**src/rtl/key_tone_gen.sv**
```systemverilog
// Key-selected square-wave tone generator with thermometer LED bar.
// Define KEY_TONE_DEBOUNCE_EN to enable the shared-counter key debounce.
module key_tone_gen #(
    parameter int unsigned NUM_KEYS   = 5,
    parameter int unsigned CNT_W      = 32,
    parameter int unsigned BASE_HALF  = 100000,
    parameter int unsigned STEP_HALF  = 100000,
    parameter int unsigned DEB_CYCLES = 1000000
) (
    input  logic                clk,
    input  logic                rst_n,
    input  logic [NUM_KEYS-1:0] key,
    output logic                beep,
    output logic [NUM_KEYS-1:0] led,
    output logic                active,
    output logic [3:0]          tone_idx
);

    localparam longint unsigned MaxHalf =
        64'(BASE_HALF) + 64'(NUM_KEYS - 1) * 64'(STEP_HALF);

    if (NUM_KEYS < 1 || NUM_KEYS > 16) begin : g_bad_num_keys
        $error("key_tone_gen: NUM_KEYS must be in 1..16");
    end
    if (BASE_HALF < 2) begin : g_bad_base_half
        $error("key_tone_gen: BASE_HALF must be >= 2");
    end
    if (DEB_CYCLES < 1) begin : g_bad_deb_cycles
        $error("key_tone_gen: DEB_CYCLES must be >= 1");
    end
    if ((MaxHalf >> CNT_W) != 0) begin : g_bad_cnt_w
        $error("key_tone_gen: longest half-period does not fit in CNT_W bits");
    end

    typedef enum logic [0:0] {StIdle, StTone} state_e;

    logic [NUM_KEYS-1:0] sync1_q, sync2_q;
    logic [NUM_KEYS-1:0] deb;
    logic                has_sel;
    logic [3:0]          sel_idx;
    state_e              state_q;
    logic [3:0]          idx_q;
    logic [CNT_W-1:0]    cnt_q;
    logic [CNT_W-1:0]    half;

    always_ff @(posedge clk or negedge rst_n) begin
        if (!rst_n) begin
            sync1_q <= '1;
            sync2_q <= '1;
        end else begin
            sync1_q <= key;
            sync2_q <= sync1_q;
        end
    end

`ifdef KEY_TONE_DEBOUNCE_EN
    localparam int unsigned DebW = $clog2(DEB_CYCLES + 1);

    logic [NUM_KEYS-1:0] prev_q, deb_q;
    logic [DebW-1:0]     deb_cnt_q, deb_cnt_d;

    // Counter holds the number of cycles the current sample has been seen, saturating.
    always_comb begin
        deb_cnt_d = deb_cnt_q;
        if (sync2_q != prev_q) begin
            deb_cnt_d = DebW'(1);
        end else if (deb_cnt_q != DebW'(DEB_CYCLES)) begin
            deb_cnt_d = deb_cnt_q + DebW'(1);
        end
    end

    always_ff @(posedge clk or negedge rst_n) begin
        if (!rst_n) begin
            prev_q    <= '1;
            deb_q     <= '0;
            deb_cnt_q <= '0;
        end else begin
            prev_q    <= sync2_q;
            deb_cnt_q <= deb_cnt_d;
            if (deb_cnt_d == DebW'(DEB_CYCLES)) begin
                deb_q <= ~sync2_q;
            end
        end
    end

    assign deb = deb_q;
`else
    assign deb = ~sync2_q;
`endif

    // Lowest-index pressed key wins.
    always_comb begin
        has_sel = 1'b0;
        sel_idx = '0;
        for (int i = NUM_KEYS - 1; i >= 0; i--) begin
            if (deb[i]) begin
                has_sel = 1'b1;
                sel_idx = 4'(i);
            end
        end
    end

    assign half = CNT_W'(BASE_HALF) + CNT_W'(idx_q) * CNT_W'(STEP_HALF);

    function automatic logic [NUM_KEYS-1:0] therm(input logic [3:0] i);
        for (int k = 0; k < NUM_KEYS; k++) begin
            therm[k] = (4'(k) <= i);
        end
    endfunction

    always_ff @(posedge clk or negedge rst_n) begin
        if (!rst_n) begin
            state_q  <= StIdle;
            idx_q    <= '0;
            cnt_q    <= '0;
            beep     <= 1'b0;
            led      <= '0;
            active   <= 1'b0;
            tone_idx <= '0;
        end else begin
            unique case (state_q)
                StIdle: begin
                    if (has_sel) begin
                        state_q  <= StTone;
                        idx_q    <= sel_idx;
                        cnt_q    <= '0;
                        active   <= 1'b1;
                        led      <= therm(sel_idx);
                        tone_idx <= sel_idx;
                    end
                end
                StTone: begin
                    if (!has_sel) begin
                        state_q  <= StIdle;
                        idx_q    <= '0;
                        cnt_q    <= '0;
                        beep     <= 1'b0;
                        active   <= 1'b0;
                        led      <= '0;
                        tone_idx <= '0;
                    end else if (sel_idx != idx_q) begin
                        // Tone change beats a coinciding terminal count: restart, keep level.
                        idx_q    <= sel_idx;
                        cnt_q    <= '0;
                        led      <= therm(sel_idx);
                        tone_idx <= sel_idx;
                    end else if (cnt_q == half - CNT_W'(1)) begin
                        beep  <= ~beep;
                        cnt_q <= '0;
                    end else begin
                        cnt_q <= cnt_q + CNT_W'(1);
                    end
                end
                default: state_q <= StIdle;
            endcase
        end
    end

endmodule

```
**config.mk**
```make
export PLATFORM = sky130hd
export DESIGN_NAME = key_tone_gen
export DESIGN_NICKNAME = d
export VERILOG_FILES = /design/src/rtl/key_tone_gen.sv
export SDC_FILE = /design/constraint.sdc
export NUM_CORES = 1
export LEC_CHECK = 0
export CAP_MARGIN = 10
export CORE_MARGIN = 2
export CORE_UTILIZATION = 61
export DETAILED_ROUTE_END_ITERATION = 8
export PLACE_DENSITY = 0.85
export SETUP_SLACK_MARGIN = 0.4
export SYNTH_ARGS = -nofsm -noshare
export SYNTH_HDL_FRONTEND = slang
export SYNTH_SLANG_ARGS = --single-unit
```
**constraint.sdc**
```tcl
create_clock -name clk -period 4.4 [get_ports clk]
set_clock_uncertainty 0.1 [all_clocks]
set_input_delay 0.88 -clock clk [delete_from_list [all_inputs] [get_ports clk]]
set_output_delay 0.88 -clock clk [all_outputs]
set_load 0.03 [all_outputs]
```
### Word level (Yosys, flattened, before mapping)

Index checks and enable logic that the tools add are counted.

| storage, ports and cells | value |
|---|---|
| flip-flop bits (word level) | 54 |
| bits of input ports | 7 |
| memory bits (read-only) | 0 |
| memories | 0 |
| bits in latches | 0 |
| word-level logic and storage cells | 60 |
| bits in writable memories | 0 |
| output and inout bits | 11 |

| operators by class | value |
|---|---|
| mux-type cells | 30 |
| order comparisons | 5 |
| divide/modulo/power cells | 0 |
| shifts and indexed selects | 0 |
| equality and inequality tests | 7 |
| multipliers | 1 |
| bitwise operators | 3 |
| add/sub/neg operators | 3 |
| reduce and logical (&&, ||, !) cells | 3 |

Operator list:

| operator | count |
|---|---|
| 32-bit 2-to-1 mux | 4 |
| 32-bit case mux with 2 select lines | 1 |
| 32-bit by 1-bit adder with 32-bit output (second input constant) | 1 |
| 32-bit == test | 1 |
| 4-bit 2-to-1 mux | 7 |
| 22-bit by 1-bit subtractor with 23-bit output (second input constant) | 1 |
| 17-bit by 21-bit adder with 22-bit output (first input constant) | 1 |
| 4-bit by 12-bit multiplier with 16-bit output (second input constant) | 1 |
| 5-bit 2-to-1 mux | 3 |
| 1-bit 2-to-1 mux | 11 |
| 5-bit case mux with 2 select lines | 1 |
| 1-bit by 4-bit <= comparator with 1-bit output (first input constant) | 2 |
| 2-bit by 4-bit <= comparator with 1-bit output (first input constant) | 2 |
| 4-bit case mux with 2 select lines | 1 |
| 2-bit inequality test (second input constant) | 3 |
| 5-bit inverter | 1 |
| 3-bit by 4-bit <= comparator with 1-bit output (first input constant) | 1 |
| 4-bit inequality test | 1 |
| 2-bit AND reduction | 2 |
| 3-bit 2-to-1 mux | 1 |
| 3-bit by 2-bit inequality test with 1-bit output (second input constant) | 1 |
| 3-bit AND reduction | 1 |
| 2-bit by 1-bit inequality test with 1-bit output (second input constant) | 1 |
| 1-bit inverter | 2 |
| 1-bit case mux with 2 select lines | 1 |

### Logic depth before layout (Yosys ltp)

Gate-level depths: netlist (run 1).

| depth | value |
|---|---|
| depth after elaboration | 10 |
| mapped depth | 14 |
| gate-level depth less buffers | 12 |

### Worst setup path after synthesis (run 1)

No wires, ideal clock.

| timing path | value |
|---|---|
| path kind | flip-flop to flip-flop |
| from | reg idx_q[1] |
| to | reg cnt_q[14] |
| stages on the path, launching flop included | 13 |
| clock period less this slack | 3.439 ns |
| setup time | 0.101 ns |
| arrival | 3.239 ns |
| data required time | 4.199 ns |
| path buffers | 1 |
| path slack | 0.961 ns |
| cell sequence | dfrtp_1 inv_1 ha_1 ha_1 a31o_1 xnor2_1 or2_1 xor2_1 and3_1 o2111ai_4 nand3b_4 buf_6 o311ai_2 |

| on the way | value |
|---|---|
| word-level cells in the longest chain between the ends | 8 |
| elaborated cells on any way between the ends | 9 |
| classes of those cells | add/sub: 2; mul: 1; eq/ne: 2; mux: 4 |

RTL lines:

| element | line | text |
|---|---|---|
| from (decl) | 42 | `logic [3:0] idx_q;` |
| from (signal assigned) | 125 | `idx_q <= sel_idx;` |
| from (signal assigned) | 143 | `idx_q <= sel_idx;` |
| 4-bit by 12-bit multiplier with 16-bit output | 103 | `assign half = CNT_W'(BASE_HALF) + CNT_W'(idx_q) * CNT_W'(STEP_HALF);` |
| 17-bit by 21-bit adder with 22-bit output | 103 |  |
| 22-bit by 1-bit subtractor with 23-bit output | 147 | `end else if (cnt_q == half - CNT_W'(1)) begin` |
| 32-bit == test | 147 |  |
| 32-bit 2-to-1 mux | 147 |  |
| 32-bit 2-to-1 mux * | 141 | `end else if (sel_idx != idx_q) begin` |
| 32-bit 2-to-1 mux * | 133 | `if (!has_sel) begin` |
| 32-bit case mux with 2 select lines * | 121 | `unique case (state_q)` |
| to (signal assigned) | 151 | `cnt_q <= cnt_q + CNT_W'(1);` |
| to (decl) | 43 | `logic [CNT_W-1:0] cnt_q;` |

Mark *: on every way between the ends. The rest lies on a longest branch, timed or not.
A chain may end at the register's enable or synchronous reset.

### Worst setup path after layout (run 1)

| timing path | value |
|---|---|
| from | reg idx_q[0] |
| to | reg cnt_q[7] |

The elaborated chain is that of the path after synthesis.

==> results of run 1 <==
==> worst max-delay path by stage <==
stage,end,start,slack [ns]
6_report,cnt_q[7]$_DFFE_PN0P_,idx_q[0]$_DFFE_PN0P_,0.67
5_1_grt,cnt_q[27]$_DFFE_PN0P_,idx_q[0]$_DFFE_PN0P_,0.40
4_1_cts,cnt_q[7]$_DFFE_PN0P_,idx_q[0]$_DFFE_PN0P_,0.67
3_5_place_dp,cnt_q[7]$_DFFE_PN0P_,idx_q[0]$_DFFE_PN0P_,0.71
3_3_place_gp,cnt_q[12]$_DFFE_PN0P_,idx_q[0]$_DFFE_PN0P_,0.94
2_1_floorplan,cnt_q[14]$_DFFE_PN0P_,idx_q[1]$_DFFE_PN0P_,0.96
==> placed cells by master (no fill, tap or decap), types with 7 or more instances in the layout <==
cell and count:
sky130_fd_sc_hd__dfrtp_1 42, sky130_fd_sc_hd__nand2_1 41, sky130_fd_sc_hd__nand3_1 33, sky130_fd_sc_hd__inv_1 23, sky130_fd_sc_hd__xnor2_1 22, sky130_fd_sc_hd__ha_1 17
sky130_fd_sc_hd__clkdlybuf4s50_1 15, sky130_fd_sc_hd__nand4_1 14, sky130_fd_sc_hd__nor2_1 13, sky130_fd_sc_hd__a31oi_1 10, sky130_fd_sc_hd__dfstp_2 10, sky130_fd_sc_hd__o22ai_1 8
sky130_fd_sc_hd__o21ai_0 8, sky130_fd_sc_hd__o311ai_2 7, sky130_fd_sc_hd__a21oi_1 7, sky130_fd_sc_hd__nor3_1 7, sky130_fd_sc_hd__xor2_1 7
==> power groups by stage <==
stage / Combinational, µW / Clock, µW / Sequential, µW
after detailed placement: 204 / 0 / 524
after global placement: 199 / 0 / 522
after global routing: 227 / 366 / 518
after floorplan: 133 / 0 / 534
final: 207 / 339 / 515
after CTS: 206 / 343 / 515
==> state kept, by name, indices dropped and copies added (netlist names) <==
signal	flops
cnt_q	32
active	1
state_q	1
sync1_q	5
led	5
idx_q	2
sync2_q	5
beep	1
==> layer usage <==
metal	up-vias	GRT usage, %
met3	12	3.959
met4	0	9.138
met5	-	0
li1	1378	-
met1	1419	37.67
met2	92	42.61
==> worst max-delay path, cell delays in order (launching register included) <==
cell and delay, ns:
sky130_fd_sc_hd__dfrtp_1 0.57, sky130_fd_sc_hd__inv_1 0.16, sky130_fd_sc_hd__ha_1 0.36, sky130_fd_sc_hd__ha_1 0.34, sky130_fd_sc_hd__a31o_1 0.26, sky130_fd_sc_hd__xnor2_1 0.27
sky130_fd_sc_hd__or2_1 0.21, sky130_fd_sc_hd__xor2_1 0.24, sky130_fd_sc_hd__nor3_1 0.12, sky130_fd_sc_hd__o2111ai_4 0.26, sky130_fd_sc_hd__nand3b_4 0.32, sky130_fd_sc_hd__o311ai_1 0.39
==> through the flow <==
step | utilization, % | std cells | worst slack, ns | cell area, µm²
3_5_place_dp | 66.73 | 447 | 0.7098 | 3675
2_1_floorplan | - | 375 | 0.9608 | 3487
4_1_cts | 68.83 | 455 | 0.6711 | 3790
3_3_place_gp | 66.73 | 447 | 0.9441 | 3675
6_report | 68.83 | 455 | 0.6737 | 3790
5_1_grt | 68.83 | 455 | 0.4044 | 3790
==> kinds of logic after synthesis <==
kind of cell | after synthesis
multiplexers | 7
AND/OR/NAND/NOR | 154
AO/OA/AOI/OAI | 71
buffers and inverters | 43
flip-flops | 52
XOR/XNOR | 30
other | 1
adder cells (fa/ha/maj) | 17
==> layout make-up <==
cell class | instances | area (µm²) | area share (%)
multi-input cells | 280 | 1999 | 52.76
flip-flops and latches | 52 | 1314 | 34.66
repair buffers | 20 | 185.2 | 4.886
well taps | 72 | 90.09 | 2.377
inverters | 23 | 86.33 | 2.278
clock buffers | 5 | 68.82 | 1.816
clock inverters | 3 | 46.29 | 1.222
==> synthesized netlist by cell type (all sizes together), types with 2 or more instances <==
library cell  instances
a21oi                 7
a22oi                 2
a31oi                11
a32oi                 2
and3                  7
and4                  3
buf                   6
clkbuf               14
dfrtp                42
dfstp                10
ha                   17
inv                  23
mux2                  4
mux2i                 3
nand2                42
nand2b                2
nand3                33
nand3b                4
nand4                15
nor2                 14
nor2b                 3
nor3                  8
nor3b                 2
nor4                  6
o2111ai               3
o211ai                4
o21a                  3
o21ai                13
o22ai                 8
o311ai               12
o31ai                 2
or2                   4
or3                   4
or4                   3
xnor2                23
xor2                  7
==> flow_summary.ini, run 1 <==
[drt]
drt-initial-drc-count = 205
wirelength_um = 7708
avgRoutedWirePerCell_um = 16.94
met3RoutedLength_um = 366
wl_met1_um = 3500
routed.top_layer = met4
firstDrtPassIters = 5
drt-vias-per-instance = 6.376
detailroute.wirelength.met2_um = 3728
drc_errors = 0
detailroute.via_count = 2901
antenna_nets_post_route = 0

[finish]
drive_gt1_share_pct = 12.79
fill_cells = 427
insertedDiodeCount = 0
fin_nets = 406
area.growth.synth_to_final_pct = 8.683

[power_and_ir_drop]
report.power.total_uw = 1060
switching_share_pct = 29.78
combinationalPowerShare_pct = 19.5
share_seq_of_total_power_pct = 48.5
clkPwrFrac_pct = 32.0
p_sw_uw = 315.7
power_density_nw_per_um2 = 279.8
static-leakage-power_uw = 0.001496
internal_power_uw = 744.5
ir_worst_vdd_mv = 0.2695

[logic_synthesis]
post_synth_inst_count = 375
synth_top_family_by_area = simple AND/OR/NAND/NOR gates
synth_simple_gate_area_share_pct = 24.87
synth-edff-count = 0
yosys-mux-area-fraction_pct = 2.153
synth_area_leaders = sky130_fd_sc_hd__dfrtp_1 30%, sky130_fd_sc_hd__dfstp_2 7.5%, sky130_fd_sc_hd__ha_1 6.1%, sky130_fd_sc_hd__xnor2_1 5.5%, sky130_fd_sc_hd__nand3_1 4.7%
primary_ff_master_synth = sky130_fd_sc_hd__dfrtp_1
yosys.cell_types.count = 65
synth-seq-cells = 52
synth_top_cell_by_area = sky130_fd_sc_hd__dfrtp_1
synthAdderAreaFrac_pct = 6.100
synthArstFlopShare_pct = 100.0
synth.yosys.warnings = 0
postSynthNetCount = 399
syn-cell-area_um2 = 3487
proportion_of_netlist_area_held_by_the_largest_area_contributor_pct = 30.14
mean_instance_size_in_the_synthesized_netlist_um2 = 9.299
synth-compound-area-share_pct = 16.18
yosysSeqAreaShare_pct = 37.67
synth_xor_area_share_pct = 7.750

[floorplan]
dieArea_um2 = 6337
coreArea_um2 = 5507
fp.dieH_um = 79.61
placementRows = 27
die_x_um = 79.61
floorplan.initialDensity_pct = 63.33
io-pin-count = 18

[global_routing]
antenna_found_initial = 0
gr-usage-all-layers_pct = 26.83
grt_pass1_wl_um = 13390
grt_max_degree = 39
first_global_vias = 2810
grt_overflow_total = 0

[placement]
gp_congestion = 0.9480
dpl.hpwl_um = 5391
buffer_ports.inserted = 16

[clock_tree]
cts_resized = 0
clock_sink_count = 52
htree_num_levels = 2
cts-root-to-sink-buffers = 2
path_clk_slew_ns = 0.10
cts.hold.buffers_added = 0
numCtsBuffers = 5
clk_latency_ns = 0.31
cts_tree = done
clockRootBuffer = sky130_fd_sc_hd__clkbuf_8
post_cts.repair.setup_buffers = 0

[worst_hold_path]
timing.hold.worst_path_depth = 0
hold_path.startpoint = sync1_q[3]$_DFF_PN1_
whs_endpoint = sync2_q[3]$_DFF_PN1_
min-delay-path-class = reg -> reg

[sta]
timing_worst_slew_pin_value_ns = 0.7548
setup-violations-final = 0
hold-worst-slack_ns = 0.2506
min_period_ns = 3.726
setup_tns_ns = 0
final_min_period_over_clock_period_pct = 84.69
timing.max_slew.rel_slack_pct = 49.68
hold_viol_final = 0
maxSlewViolCount = 0
clock.fmax_ghz = 0.2684
grt_setup_unrepaired = no

[worst_setup_path]
critical_path_required_ns = 4.51
r2r_cells = 11
startpoint_type = flop
rrSetupSlack_ns = 0.67
crit_path_max_fanout = 24
r2r_start = idx_q[0]$_DFFE_PN0P_
crit_arrival_ns = 3.84
setup.worst_path.class = reg -> reg
r2r_end = cnt_q[7]$_DFFE_PN0P_
critPathCaptureType = flop

[status]
outcome = complete, no violations

[run]
drv_cap = 0
Power figures use the tool's default switching activity.
==> run 2: changes to the inputs <==
- clock period: 4.4 -> 3.8 ns (I/O delays scaled with it)
==> run 2 against run 1 <==
Effect of this change: core utilization grew 7.3 points; via count rose by 7.2%; wire length grew 17%; sequential power rose by 15%; critical endpoint is now cnt_q[21]$_DFFE_PN0P_.
==> flow_summary.ini, run 2 (synthesized netlist as in run 1, its figures left out) <==
[status]
outcome = complete, no violations

[floorplan]
dieArea_um2 = 6337
floorplan.initialDensity_pct = 63.33
io-pin-count = 18
placementRows = 27
coreArea_um2 = 5507
fp.dieH_um = 79.61
die_x_um = 79.61

[placement]
gp_congestion = 0.9461
pre_cts_ws_ns = 0.1021
buffer_ports.inserted = 16
dpl.hpwl_um = 5497

[global_routing]
gr-usage-all-layers_pct = 28.40
grt_overflow_total = 0
grt_max_degree = 47
first_global_vias = 2897
antenna_found_initial = 0
grt_pass1_wl_um = 13950

[finish]
final_cell_mix = 41 x sky130_fd_sc_hd__nand2_1, 39 x sky130_fd_sc_hd__dfrtp_1, 33 x sky130_fd_sc_hd__nand3_1, 22 x sky130_fd_sc_hd__inv_1, 21 x sky130_fd_sc_hd__xnor2_1
drive_gt1_share_pct = 22.96
fill_cells = 354
area.growth.synth_to_final_pct = 20.20
insertedDiodeCount = 0
largest_register_ff_count = 32
fin_nets = 428
registers.top_by_ff_count = cnt_q
final_common_cell = sky130_fd_sc_hd__nand2_1

[sta]
hold_viol_final = 0
clock.fmax_ghz = 0.2983
timing_worst_slew_pin_value_ns = 1.045
setup_tns_ns = 0
timing.final.ws_setup_ns = 0.4474
setup-violations-final = 0
maxSlewViolCount = 0
hold-worst-slack_ns = 0.2619
grt_setup_unrepaired = no
final_min_period_over_clock_period_pct = 88.23
min_period_ns = 3.353
timing.max_slew.rel_slack_pct = 30.34

[worst_setup_path]
r2r_cells = 12
crit_arrival_ns = 3.47
setup.worst_path.class = reg -> reg
startpoint_type = flop
critPathCaptureType = flop
worstSetupEndpoint = cnt_q[21]$_DFFE_PN0P_
r2r_end = cnt_q[21]$_DFFE_PN0P_
worst_setup_path_startpoint = idx_q[0]$_DFFE_PN0P_
rrSetupSlack_ns = 0.45
crit_path_max_fanout = 6
critical_path_required_ns = 3.92
r2r_start = idx_q[0]$_DFFE_PN0P_

[run]
drv_cap = 0

[clock_tree]
clockRootBuffer = sky130_fd_sc_hd__clkbuf_8
numCtsBuffers = 5
htree_num_levels = 2
cts_tree = done
clk_latency_ns = 0.31
cts-root-to-sink-buffers = 2
path_clk_slew_ns = 0.09
cts.hold.buffers_added = 0
clock_sink_count = 52

[worst_hold_path]
hold_path.startpoint = sync1_q[2]$_DFF_PN1_
min-delay-path-class = reg -> reg

[drt]
detailroute.via_count = 3109
drt-initial-drc-count = 304
drc_errors = 0
antenna_nets_post_route = 0
firstDrtPassIters = 5
avgRoutedWirePerCell_um = 18.92
drt-vias-per-instance = 6.518
wirelength_um = 9024

[power_and_ir_drop]
ir_worst_vdd_mv = 0.2278
static-leakage-power_uw = 0.001630
report.power.total_uw = 1285
power_density_nw_per_um2 = 306.5
run 2: cell types whose count changed in the layout (fill, tap and decap cells not counted), sizes merged:
| cell | change |
|---|---|
| inv | -1 |
| nand3b | +3 |
| buf | +19 |
| clkinv | +1 |
run 2: routing by layer:
metal	wire length, µm	up-vias	global-route usage (%)
met4	243	0	10.34
li1	-	1425	-
met2	4409	149	45.55
met1	3767	1510	38.85
met5	0	-	0
met3	604	25	4.638
run 2: worst min path at each step:
stage / to / slack [ns] / depth (start not counted)
finish: sync2_q[2]$_DFF_PN1_ / 0.26 / 0
global route: sync2_q[2]$_DFF_PN1_ / 0.27 / 0
CTS: sync2_q[2]$_DFF_PN1_ / 0.26 / 0
detailed placement: sync2_q[1]$_DFF_PN1_ / 0.25 / 0
global placement: sync2_q[2]$_DFF_PN1_ / 0.25 / 0
floorplan: sync2_q[0]$_DFF_PN1_ / 0.25 / 0
run 2: through the flow:
step / instances / utilization (%) / cell area, µm²
global route: 477 / 76.12 / 4192
detailed placement: 447 / 67.01 / 3690
finish: 477 / 76.12 / 4192
floorplan: 375 / - / 3490
global placement: 447 / 67.01 / 3690
CTS: 461 / 70.12 / 3861
run 2: cell type report:
class	instances	area [µm²]	area share [%]
Timing Repair Buffer	39	355.3	8.478
Inverter	23	86.33	2.060
Tap cell	72	90.09	2.149
Clock inverter	3	42.54	1.015
Sequential cell	52	1318	31.43
Multi-Input combinational cell	283	2231	53.22
Clock buffer	5	68.82	1.642
run 2: power by group:
group | internal [µW] | leakage [µW] | total (µW) | switching (µW)
Sequential | 576 | 0.000671 | 591 | 15.3
Combinational | 121 | 0.000905 | 308 | 186
Clock | 195 | 0.0000541 | 386 | 191
run 2: what timing repair did:
| item | in CTS | in global routing |
|---|---|---|
| endpoints found under the setup margin | 29 | 31 |
| setup buffers | 5 | 14 |
| cloned | 1 | 2 |
| gates resized for setup | 2 | 30 |
| pin swaps | 1 | 11 |
run 2: worst max-delay path, stage by stage, from the launching register on:
cell,delay [ns]
sky130_fd_sc_hd__dfrtp_2,0.42
sky130_fd_sc_hd__inv_1,0.11
sky130_fd_sc_hd__ha_1,0.30
sky130_fd_sc_hd__ha_4,0.26
sky130_fd_sc_hd__a31o_1,0.24
sky130_fd_sc_hd__xnor2_1,0.19
sky130_fd_sc_hd__or2_1,0.29
sky130_fd_sc_hd__xor2_1,0.17
sky130_fd_sc_hd__and3_1,0.22
sky130_fd_sc_hd__o2111ai_4,0.28
sky130_fd_sc_hd__buf_4,0.19
sky130_fd_sc_hd__nand3b_4,0.19
sky130_fd_sc_hd__o311ai_4,0.30
==> run 3: changes to the inputs <==
- CORE_ASPECT_RATIO: unset -> 1.75
==> run 3 against run 2 <==
Effect of this change: non-clock buffer count decreased by 9; global-route usage decreased by 0.56 points; final cell count decreased by 1.5%; first-iteration DRC count decreased by 60%; setup slack improved by 0.077 ns; sequential power about the same; critical endpoint is now cnt_q[7]$_DFFE_PN0P_; final area decreased by 4.7%; die area increased by 0.38%; via count decreased by 3.9%.
==> flow_summary.ini, run 3 (synthesized netlist as in run 1, its figures left out) <==
[worst_setup_path]
setup.worst_path.class = reg -> reg
critical_path_required_ns = 3.93
r2r_cells = 13
cpMaxStageDelayCell = sky130_fd_sc_hd__dfrtp_2
worst-path-buf-inv = 3
crit_path_max_fanout = 6
critPathCaptureType = flop
r2r_end = cnt_q[7]$_DFFE_PN0P_
critical_path.cell_chain = buf_4, buf_4, ha_1, ha_4, a21oi_1, nor2b_1, or2_1, xor2_1, and3_1, o2111ai_4, nand3b_4, buf_4, o311ai_1
rrSetupSlack_ns = 0.52
startpoint_type = flop
crit_arrival_ns = 3.40
r2r_start = idx_q[1]$_DFFE_PN0P_
cp_top_family = simple AND/OR/NAND/NOR gates
path_common_cell = sky130_fd_sc_hd__buf_4
slowest_delay_ns = 0.47

[sta]
timing.max_slew.rel_slack_pct = 47.46
setup_tns_ns = 0
clock.fmax_ghz = 0.3053
grt_setup_unrepaired = no
hold_viol_final = 0
min_period_ns = 3.276
maxSlewViolCount = 0
timing_worst_slew_pin_value_ns = 0.7881
final_min_period_over_clock_period_pct = 86.20
setup-violations-final = 0

[global_routing]
gr-usage-all-layers_pct = 27.85
first_global_vias = 2852
grt_pass1_wl_um = 13400
antenna_found_initial = 0
grt_overflow_total = 0
grt_max_degree = 36

[placement]
gp_congestion = 0.8798
dpl.hpwl_um = 5602
buffer_ports.inserted = 16

[finish]
largest_register_ff_count = 32
utilization_pct = 72.06
insertedDiodeCount = 0
fin_nets = 417
area.growth.synth_to_final_pct = 14.50
drive_gt1_share_pct = 19.29
registers.top_by_ff_count = cnt_q
final_common_cell = sky130_fd_sc_hd__nand2_1
final_cell_mix = 41 x sky130_fd_sc_hd__nand2_1, 39 x sky130_fd_sc_hd__dfrtp_1, 33 x sky130_fd_sc_hd__nand3_1, 22 x sky130_fd_sc_hd__xnor2_1, 21 x sky130_fd_sc_hd__inv_1

[power_and_ir_drop]
power_density_nw_per_um2 = 300.8
static-leakage-power_uw = 0.001547
report.power.total_uw = 1201
ir_worst_vdd_mv = 0.3636

[worst_hold_path]
min-delay-path-class = reg -> reg
hold_path.startpoint = sync1_q[0]$_DFF_PN1_
whs_endpoint = sync2_q[0]$_DFF_PN1_
timing.hold.worst_path_depth = 0

[clock_tree]
clockRootBuffer = sky130_fd_sc_hd__clkbuf_8
cts-root-to-sink-buffers = 2
cts.hold.buffers_added = 0
clk_latency_ns = 0.32
clock_sink_count = 52
htree_num_levels = 2
cts_tree = done
numCtsBuffers = 5
path_clk_slew_ns = 0.10

[drt]
wirelength_um = 8212
drt-initial-drc-count = 122
antenna_nets_post_route = 0
detailroute.via_count = 2989
drt-vias-per-instance = 6.360
avgRoutedWirePerCell_um = 17.47
drc_errors = 0
firstDrtPassIters = 4

[floorplan]
die_x_um = 61.16
dieArea_um2 = 6361
fp.dieH_um = 104.0
coreArea_um2 = 5540
floorplan.initialDensity_pct = 62.94
io-pin-count = 18
placementRows = 36

[run]
drv_cap = 0

[status]
outcome = complete, no violations
==> run 3: timing repair <==
item / in CTS / in global routing
setup endpoints to repair: 28 / 30
gates resized for setup: 6 / 15
setup buffers: 5 / 4
cloned: 1 / 1
pin swaps: 0 / 3
==> run 3: power breakdown <==
part / total (µW) / internal, µW / switching, µW
Clock: 325 / 131 / 194
Sequential: 594 / 576 / 17.8
Combinational: 283 / 111 / 172
==> run 3: worst max-delay path by stage <==
stage	cells past startpoint	from	endpoint
floorplan	12	idx_q[1]$_DFFE_PN0P_	cnt_q[14]$_DFFE_PN0P_
global placement	13	idx_q[1]$_DFFE_PN0P_	beep$_DFFE_PN0P_
detailed placement	11	idx_q[1]$_DFFE_PN0P_	cnt_q[12]$_DFFE_PN0P_
CTS	12	idx_q[1]$_DFFE_PN0P_	cnt_q[6]$_DFFE_PN0P_
global route	13	idx_q[1]$_DFFE_PN0P_	beep$_DFFE_PN0P_
finish	13	idx_q[1]$_DFFE_PN0P_	cnt_q[7]$_DFFE_PN0P_
==> run 3: metrics by stage <==
stage          area [µm²]  setup slack (ns)  hold slack [ns]  instances
6_report             3993            0.5245           0.2479        470
3_5_place_dp         3682            0.3153           0.2469        451
2_1_floorplan        3490            0.5269           0.2452        375
4_1_cts              3847            0.4209           0.2471        465
5_1_grt              3993            0.3778           0.2524        470
3_3_place_gp         3682            0.4136           0.2466        451
==> run 3: layer usage <==
metal | track usage (%) | vias to the layer above | share of wire [%]
li1 | - | 1400 | -
met1 | 33.47 | 1477 | 37
met2 | 45.74 | 89 | 55
met3 | 5.100 | 23 | 4.5
met4 | 13.66 | 0 | 3.5
met5 | 0 | - | 0
==> run 3: final cells by class <==
cell class	count	area, µm²
clock buffer	5	68.82
clock inverter	3	23.77
fill	431	1548
inverter	23	88.84
multi-input combinational	281	2108
sequential	52	1318
tap	76	95.09
timing repair buffer	30	290.3
